$ cat src/rtl/arcade_adec_gen.sv
// Z80 memory-map decoder for the arcade cores: chip selects, VRAM wait FSM, 74LS259-style latches,
// sound command register and VBLANK NMI. Define ARCADE_ADEC_WATCHDOG_EN to add the watchdog reset.
module arcade_adec_gen #(
   parameter logic [3:0]  ROM_TOP    = 4'h3,
   parameter logic [15:0] RAM_BASE   = 16'h6000,
   parameter int          NUM_RAM    = 3,
   parameter logic [15:0] VRAM_BASE  = 16'h7400,
   parameter logic [15:0] IN_BASE    = 16'h7C00,
   parameter int          NUM_IN     = 4,
   parameter logic [15:0] LATCH_BASE = 16'h7D00,
   parameter int          NUM_LATCH  = 2,
   parameter logic [15:0] SND_ADDR   = 16'h7C00,
   parameter int          NMI_BANK   = 1,
   parameter int          NMI_BIT    = 4,
   parameter int          TIMEOUT    = 64
`ifdef ARCADE_ADEC_WATCHDOG_EN
   ,
   parameter logic [15:0] WDOG_ADDR  = 16'h7D80
`endif
) (
   input  logic                     I_CLK24M,
   input  logic                     I_RESET_n,
   input  logic                     I_CLK_EN_P,
   input  logic [15:0]              I_AB,
   input  logic [7:0]               I_DB,
   input  logic                     I_MREQ_n,
   input  logic                     I_RFSH_n,
   input  logic                     I_RD_n,
   input  logic                     I_WR_n,
   input  logic                     I_VRAMBUSY_n,
   input  logic                     I_VBLK_n,
   output logic                     O_WAIT_n,
   output logic                     O_NMI_n,
   output logic                     O_ROM_CS_n,
   output logic [NUM_RAM-1:0]       O_RAM_CS_n,
   output logic                     O_VRAM_RD_n,
   output logic                     O_VRAM_WR_n,
   output logic [NUM_IN-1:0]        O_IN_OE_n,
   output logic [8*NUM_LATCH-1:0]   O_LATCH_Q,
   output logic [7:0]               O_SND_Q,
   output logic                     O_SND_STB,
`ifdef ARCADE_ADEC_WATCHDOG_EN
   output logic                     O_WDOG_RST_n,
`endif
   output logic                     O_WAIT_TO
);

   localparam int            CW       = $clog2(TIMEOUT) + 1;
   localparam logic [CW-1:0] CNT_LAST = CW'(TIMEOUT - 1);

   typedef enum logic [1:0] {
      ST_IDLE    = 2'd0,
      ST_BUSY    = 2'd1,
      ST_RELEASE = 2'd2
   } wait_state_t;

   wait_state_t                   state_q, state_d;
   logic [CW-1:0]                 cnt_q, cnt_d;
   logic                          wait_to_q, wait_to_d;
   logic                          wr_ok_q, wr_ok_d;
   logic [NUM_LATCH-1:0][7:0]     latch_q, latch_d;
   logic [7:0]                    snd_q, snd_d;
   logic                          snd_stb_q, snd_stb_d;
   logic                          nmi_q, nmi_d;
   logic                          wr_prev_q, wr_prev_d;
   logic                          vblk_s_q, vblk_s_d;
   logic                          vblk_p_q, vblk_p_d;

   logic mem_acc, rd, wr, wr_qual, wr_edge;
   logic vram_hit, vram_acc, vram_wr_ok, wait_n, nmi_en, blank_edge;

   always_comb begin
      mem_acc    = I_RFSH_n & ~I_MREQ_n;
      rd         = ~I_RD_n;
      wr         = ~I_WR_n;
      wr_qual    = mem_acc & wr;
      wr_edge    = wr_qual & ~wr_prev_q;
      vram_hit   = (I_AB[15:10] == VRAM_BASE[15:10]);
      vram_acc   = mem_acc & vram_hit & (rd | wr);
      blank_edge = vblk_p_q & ~vblk_s_q;
      nmi_en     = latch_q[NMI_BANK][NMI_BIT];
   end

   // Blank forces the CPU out of any wait at once, ahead of the state register.
   assign wait_n = (state_q != ST_BUSY) | ~I_VBLK_n;

   // Writes need a full tick of released wait, and are held off while VRAM is busy before the FSM reacts.
   assign vram_wr_ok = wr_ok_q & wait_n & ((state_q != ST_IDLE) | I_VRAMBUSY_n);

   always_comb begin
      O_ROM_CS_n  = ~(mem_acc & (I_AB[15:12] <= ROM_TOP));
      O_VRAM_RD_n = ~(mem_acc & vram_hit & rd);
      O_VRAM_WR_n = ~(mem_acc & vram_hit & wr & vram_wr_ok);
      O_RAM_CS_n  = '1;
      O_IN_OE_n   = '1;
      for (int n = 0; n < NUM_RAM; n++) begin
         if (mem_acc && (rd || wr) && (I_AB[15:10] == RAM_BASE[15:10] + 6'(n)))
            O_RAM_CS_n[n] = 1'b0;
      end
      for (int n = 0; n < NUM_IN; n++) begin
         if (mem_acc && rd && (I_AB[15:7] == IN_BASE[15:7] + 9'(n)))
            O_IN_OE_n[n] = 1'b0;
      end
   end

   always_comb begin
      state_d   = state_q;
      cnt_d     = cnt_q;
      wait_to_d = wait_to_q;
      wr_ok_d   = wr_ok_q;
      if (I_CLK_EN_P) begin
         wr_ok_d = wait_n;
         case (state_q)
            ST_IDLE: begin
               if (vram_acc && !I_VRAMBUSY_n) begin
                  state_d = ST_BUSY;
                  cnt_d   = '0;
               end
            end
            ST_BUSY: begin
               if (I_VRAMBUSY_n) begin
                  state_d = ST_RELEASE;
               end else if (cnt_q == CNT_LAST) begin
                  state_d   = ST_RELEASE;
                  wait_to_d = 1'b1;
               end else begin
                  cnt_d = cnt_q + CW'(1);
               end
            end
            // Held until the access ends so one access costs at most one wait.
            ST_RELEASE: begin
               if (I_MREQ_n) state_d = ST_IDLE;
            end
            default: state_d = ST_IDLE;
         endcase
      end
      if (!I_VBLK_n) state_d = ST_IDLE;
   end

   always_comb begin
      latch_d   = latch_q;
      snd_d     = snd_q;
      snd_stb_d = 1'b0;
      nmi_d     = nmi_q;
      wr_prev_d = wr_qual;
      vblk_s_d  = I_VBLK_n;
      vblk_p_d  = vblk_s_q;
      for (int n = 0; n < NUM_LATCH; n++) begin
         if (wr_edge && (I_AB[15:7] == LATCH_BASE[15:7] + 9'(n)))
            latch_d[n][I_AB[2:0]] = I_DB[0];
      end
      if (wr_edge && (I_AB == SND_ADDR)) begin
         snd_d     = I_DB;
         snd_stb_d = 1'b1;
      end
      // Enable is the pre-write value, so a blank edge meeting the enabling write is ignored.
      if (!nmi_en)         nmi_d = 1'b1;
      else if (blank_edge) nmi_d = 1'b0;
   end

   always_ff @(posedge I_CLK24M or negedge I_RESET_n) begin
      if (!I_RESET_n) begin
         state_q   <= ST_IDLE;
         cnt_q     <= '0;
         wait_to_q <= 1'b0;
         wr_ok_q   <= 1'b1;
         latch_q   <= '0;
         snd_q     <= 8'h00;
         snd_stb_q <= 1'b0;
         nmi_q     <= 1'b1;
         wr_prev_q <= 1'b1;
         vblk_s_q  <= 1'b1;
         vblk_p_q  <= 1'b1;
      end else begin
         state_q   <= state_d;
         cnt_q     <= cnt_d;
         wait_to_q <= wait_to_d;
         wr_ok_q   <= wr_ok_d;
         latch_q   <= latch_d;
         snd_q     <= snd_d;
         snd_stb_q <= snd_stb_d;
         nmi_q     <= nmi_d;
         wr_prev_q <= wr_prev_d;
         vblk_s_q  <= vblk_s_d;
         vblk_p_q  <= vblk_p_d;
      end
   end

   assign O_WAIT_n  = wait_n;
   assign O_NMI_n   = nmi_q | ~nmi_en;
   assign O_LATCH_Q = latch_q;
   assign O_SND_Q   = snd_q;
   assign O_SND_STB = snd_stb_q;
   assign O_WAIT_TO = wait_to_q;

`ifdef ARCADE_ADEC_WATCHDOG_EN
   logic [19:0] wd_cnt_q, wd_cnt_d;
   logic [4:0]  wd_pulse_q, wd_pulse_d;

   always_comb begin
      wd_cnt_d   = wd_cnt_q;
      wd_pulse_d = (wd_pulse_q != 5'd0) ? wd_pulse_q - 5'd1 : 5'd0;
      if (wr_qual && (I_AB == WDOG_ADDR)) begin
         wd_cnt_d = '0;
      end else if (I_CLK_EN_P) begin
         if (&wd_cnt_q) begin
            wd_cnt_d   = '0;
            wd_pulse_d = 5'd16;
         end else begin
            wd_cnt_d = wd_cnt_q + 20'd1;
         end
      end
   end

   always_ff @(posedge I_CLK24M or negedge I_RESET_n) begin
      if (!I_RESET_n) begin
         wd_cnt_q   <= '0;
         wd_pulse_q <= 5'd0;
      end else begin
         wd_cnt_q   <= wd_cnt_d;
         wd_pulse_q <= wd_pulse_d;
      end
   end

   assign O_WDOG_RST_n = (wd_pulse_q == 5'd0);
`endif

endmodule
$ cat config.mk
export PLATFORM = sky130hd
export DESIGN_NAME = arcade_adec_gen
export DESIGN_NICKNAME = d
export VERILOG_FILES = /design/src/rtl/arcade_adec_gen.sv
export SDC_FILE = /design/constraint.sdc
export NUM_CORES = 1
export LEC_CHECK = 0
export ABC_AREA = 1
export BUFFER_PORTS_ARGS = -buffer_cell sky130_fd_sc_hd__buf_4
export CELL_PAD_IN_SITES_DETAIL_PLACEMENT = 2
export CELL_PAD_IN_SITES_GLOBAL_PLACEMENT = 2
export CORE_ASPECT_RATIO = 0.6
export CORE_MARGIN = 5
export CORE_UTILIZATION = 29
export DETAILED_ROUTE_END_ITERATION = 10
export PLACE_DENSITY_LB_ADDON = 0.1
export SLEW_MARGIN = 20
export SYNTH_ARGS = -nofsm -noshare
export SYNTH_HDL_FRONTEND = slang
export SYNTH_SLANG_ARGS = --single-unit
$ cat constraint.sdc
create_clock -name I_CLK24M -period 1.4 [get_ports I_CLK24M]
set_input_delay 0.28 -clock I_CLK24M [delete_from_list [all_inputs] [get_ports I_CLK24M]]
set_output_delay 0.28 -clock I_CLK24M [all_outputs]
set_load 0.02 [all_outputs]
==> results_dict.tcl <==
set metrics [dict create \
    fp.coreArea_mm2 0.00795 \
    cts_max_path_buffers 2 \
    yosysTopAreaCellShare_pct 36.7 \
    clkSlewWorstSetupHoldPaths_ps 60 \
    timing_max_transition_violations_final 0 \
    run_status "finished, violations left" \
    report.power.total_mw 4.24 \
    final.setup.tns_ps -1230 \
    grt_max_degree 24 \
    crit_cells 6 \
    dr_pass1_iterations 4 \
    finish.instance_area_mm2 0.00400 \
    die_area_mm2 0.0102 \
    h-tree-depth 2 \
    setup_repair_after_global_routing_missed_its_margin "yes" \
    synth_largest_area_cell "sky130_fd_sc_hd__dfrtp_1" \
    synth_commonest_cells "sky130_fd_sc_hd__nand2_1, sky130_fd_sc_hd__inv_1, sky130_fd_sc_hd__dfrtp_1" \
    post_route_clock_period_utilization_pct 117 \
    hold_path_class "input pin to register" \
    route.vias.total 2903 \
    place_inst 525 \
    placed_area_mm2 0.00336 \
    synth_cell_type_count 30 \
    number_of_enable_type_register_cells_in_the_synthesized_netlist 0 \
    synthArstFlopShare_pct 100 \
    starting_drc_count_in_detailed_routing 140 \
    grt_first_pass_wirelength_mm 17.9 \
    worst_slew_margin_rel_pct 56.6 \
    hold_depth 1 \
    timing.final.ws_setup_ps -241 \
    critPathTopFamily "flip-flops" \
    synth_seq_cells 40 \
    critical_path.most_common_cell "sky130_fd_sc_hd__inv_2" \
    floorplan.die.width_um 127 \
    start_util_pct 30.0 \
    finalSetupViolCount 21 \
    post_route_non_filler_standard_cell_count 555 \
    placement.io_buffers 70 \
    postSynth.topFlopCell "sky130_fd_sc_hd__dfrtp_1" \
    timing.max_cap.violations 0 \
    syn_inst 308 \
    layout-drive-gt1-share_pct 48.3 \
    antenna_cells_inserted 0 \
    fmaxAchievable_mhz 609 \
    worstPathMaxFanout 3 \
    crit_path_cell_trace "inv_2, nand2_2, inv_2, a211oi_2, nand3_1, buf_6" \
    chipHeight_um 80.3 \
    power.ir.vdd_worst_uv 648 \
    worstPathArrival_ps 1360 \
    post-dp-hpwl_mm 7.40 \
    worst_path_largest_cell_delay_ps 390 \
    design.portCount 71 \
    yosysMostFrequentCell "sky130_fd_sc_hd__nand2_1" \
    place.gp.congestion 0.776 \
    worstSetupStartpointType "register" \
    endpoint_kind "output port" \
    drt-vias-per-instance 5.23 \
    synthesis.yosys.warnings 0 \
    nNetsFinal 481 \
    drt.antenna.violating_nets 0 \
    finalWorstPathRequiredPeriod_ps 1640 \
    synth.avg_cell_area_um2 7.75 \
    clock-root-buffer "sky130_fd_sc_hd__clkbuf_16" \
    synth-seq-area-share_pct 42.2 \
    detail_route.wirelength_mm 13.9 \
    leakagePower_nw 1.94 \
    post-route-drc-count 0 \
    total_standard_cell_area_after_synthesis_mm2 0.00239 \
    synth_area_leaders "sky130_fd_sc_hd__dfrtp_1, sky130_fd_sc_hd__nand2_1, sky130_fd_sc_hd__inv_1" \
    worstSkewPairLatency_ps 290 \
    finalHoldViolations 0 \
    tritoncts_num_sinks 40 \
    count_of_standard_cell_rows 25 \
    synth.net_count 342 \
    worst-setup-path-type "register to output port" \
    crit_required_ps 1120 \
    worst-path-buf-inv 3 \
    grt_antenna_before_repair 0 \
    track_usage_pct 22.9 \
    final.setup_skew_ps 10.0 \
    tritoncts.num_buffers 5 \
    timing.critical_path.slowest_stage_cell "sky130_fd_sc_hd__dfrtp_1" \
    drt-wirelength-per-cell_um 25.0 \
    worst_pin_slew_ps 645 \
    worst_r2r_path_depth 8 \
    grt.overflow.total 0 \
    first_global_vias 3195 \
    worst_hold_slack_ps 137 \
    clock_tree_from_tritoncts "done" \
    flow.area_growth_from_synthesis_pct 67.4 \
    pwr_density_cell_mw_per_mm2 1060 \
    violated_checks "negative setup slack" \
]
power breakdown:
group / internal (mW) / switching, mW
Clock: 1.01 / 0.505
Combinational: 0.597 / 0.855
Sequential: 1.22 / 0.0495
sequential cells by signal, summed over array words and instances, names as in the netlist:
| name | cells |
|---|---|
| O_LATCH_Q | 16 |
| O_SND_Q | 8 |
| cnt_q | 7 |
| state_q | 2 |
| O_SND_STB | 1 |
| O_WAIT_TO | 1 |
| nmi_q | 1 |
| vblk_p_d | 1 |
| vblk_p_q | 1 |
| wr_ok_q | 1 |
| wr_prev_q | 1 |
cells by family (layout without fill, tap and decap cells):
family,count (synthesis),in the layout,synth area share [%]
XOR/XNOR,1,1,0.367
adder cells (fa/ha/maj),1,1,0.524
AND/OR/NAND/NOR,180,180,39.7
flip-flops,40,40,42.2
AO/OA/AOI/OAI,27,27,7.71
buffers and inverters,59,198,9.44
what timing repair did:
item                                    in CTS  in global routing
hold buffers                                 1                  0
buffers inserted                            12                 10
endpoints found under the setup margin      23                 30
gates resized for setup                     37                 37
hold endpoints to repair                    16                  0
pin swaps                                   11                 21
area by class of cell:
type / count / area, um2
inverter: 56 / 225
fill: 879 / 3950
sequential: 40 / 1010
clock buffer: 5 / 125
timing repair buffer: 135 / 1100
tap: 108 / 135
clock inverter: 2 / 60.1
multi-input combinational: 209 / 1340
through the flow:
| step | util [%] | worst slack [ps] |
|---|---|---|
| floorplan | - | 17.1 |
| global placement | 42.3 | -70.6 |
| detailed placement | 42.3 | -117 |
| CTS | 47.5 | -162 |
| global route | 50.3 | -310 |
| finish | 50.3 | -241 |
per-layer routing:
metal  vias to the layer above  track usage [%]  part of all wire, %
li1                       1286                -                    -
met3                        14             4.39                  6.6
met4                         0             4.93                  1.3
met2                       108             40.5                   49
met5                         -                0                    0
met1                      1495             29.1                   43
worst paths after layout:
path	startpoint	end	slack [ps]
max	state_q[1]$_DFFE_PN0P_	O_VRAM_WR_n	-240
max reg2reg	cnt_q[0]$_DFFE_PN0P_	cnt_q[5]$_DFFE_PN0P_	-70
min	I_VBLK_n	vblk_p_d$_DFF_PN1_	140
min in group asynchronous	I_RESET_n	O_LATCH_Q[12]$_DFFE_PN0P_	450
min reg2reg	vblk_p_d$_DFF_PN1_	vblk_p_q$_DFF_PN1_	370
max in group asynchronous	I_RESET_n	vblk_p_q$_DFF_PN1_	440
cell usage in the layout (no fill, tap or decap), drive strengths merged:
master,n
ha,1
inv,56
buf,134
nand3b,1
dfstp,5
nor2,28
nor3,13
o21a,1
dfrtp,35
nand3,41
dlygate4sd3,1
nor4,1
o21ai,4
clkbuf,5
bufinv,2
or2,1
a211oi,1
nand2,74
a31oi,1
a21oi,3
xor2,1
o21bai,17
nand4,21
(Power assumes the default switching activity.)
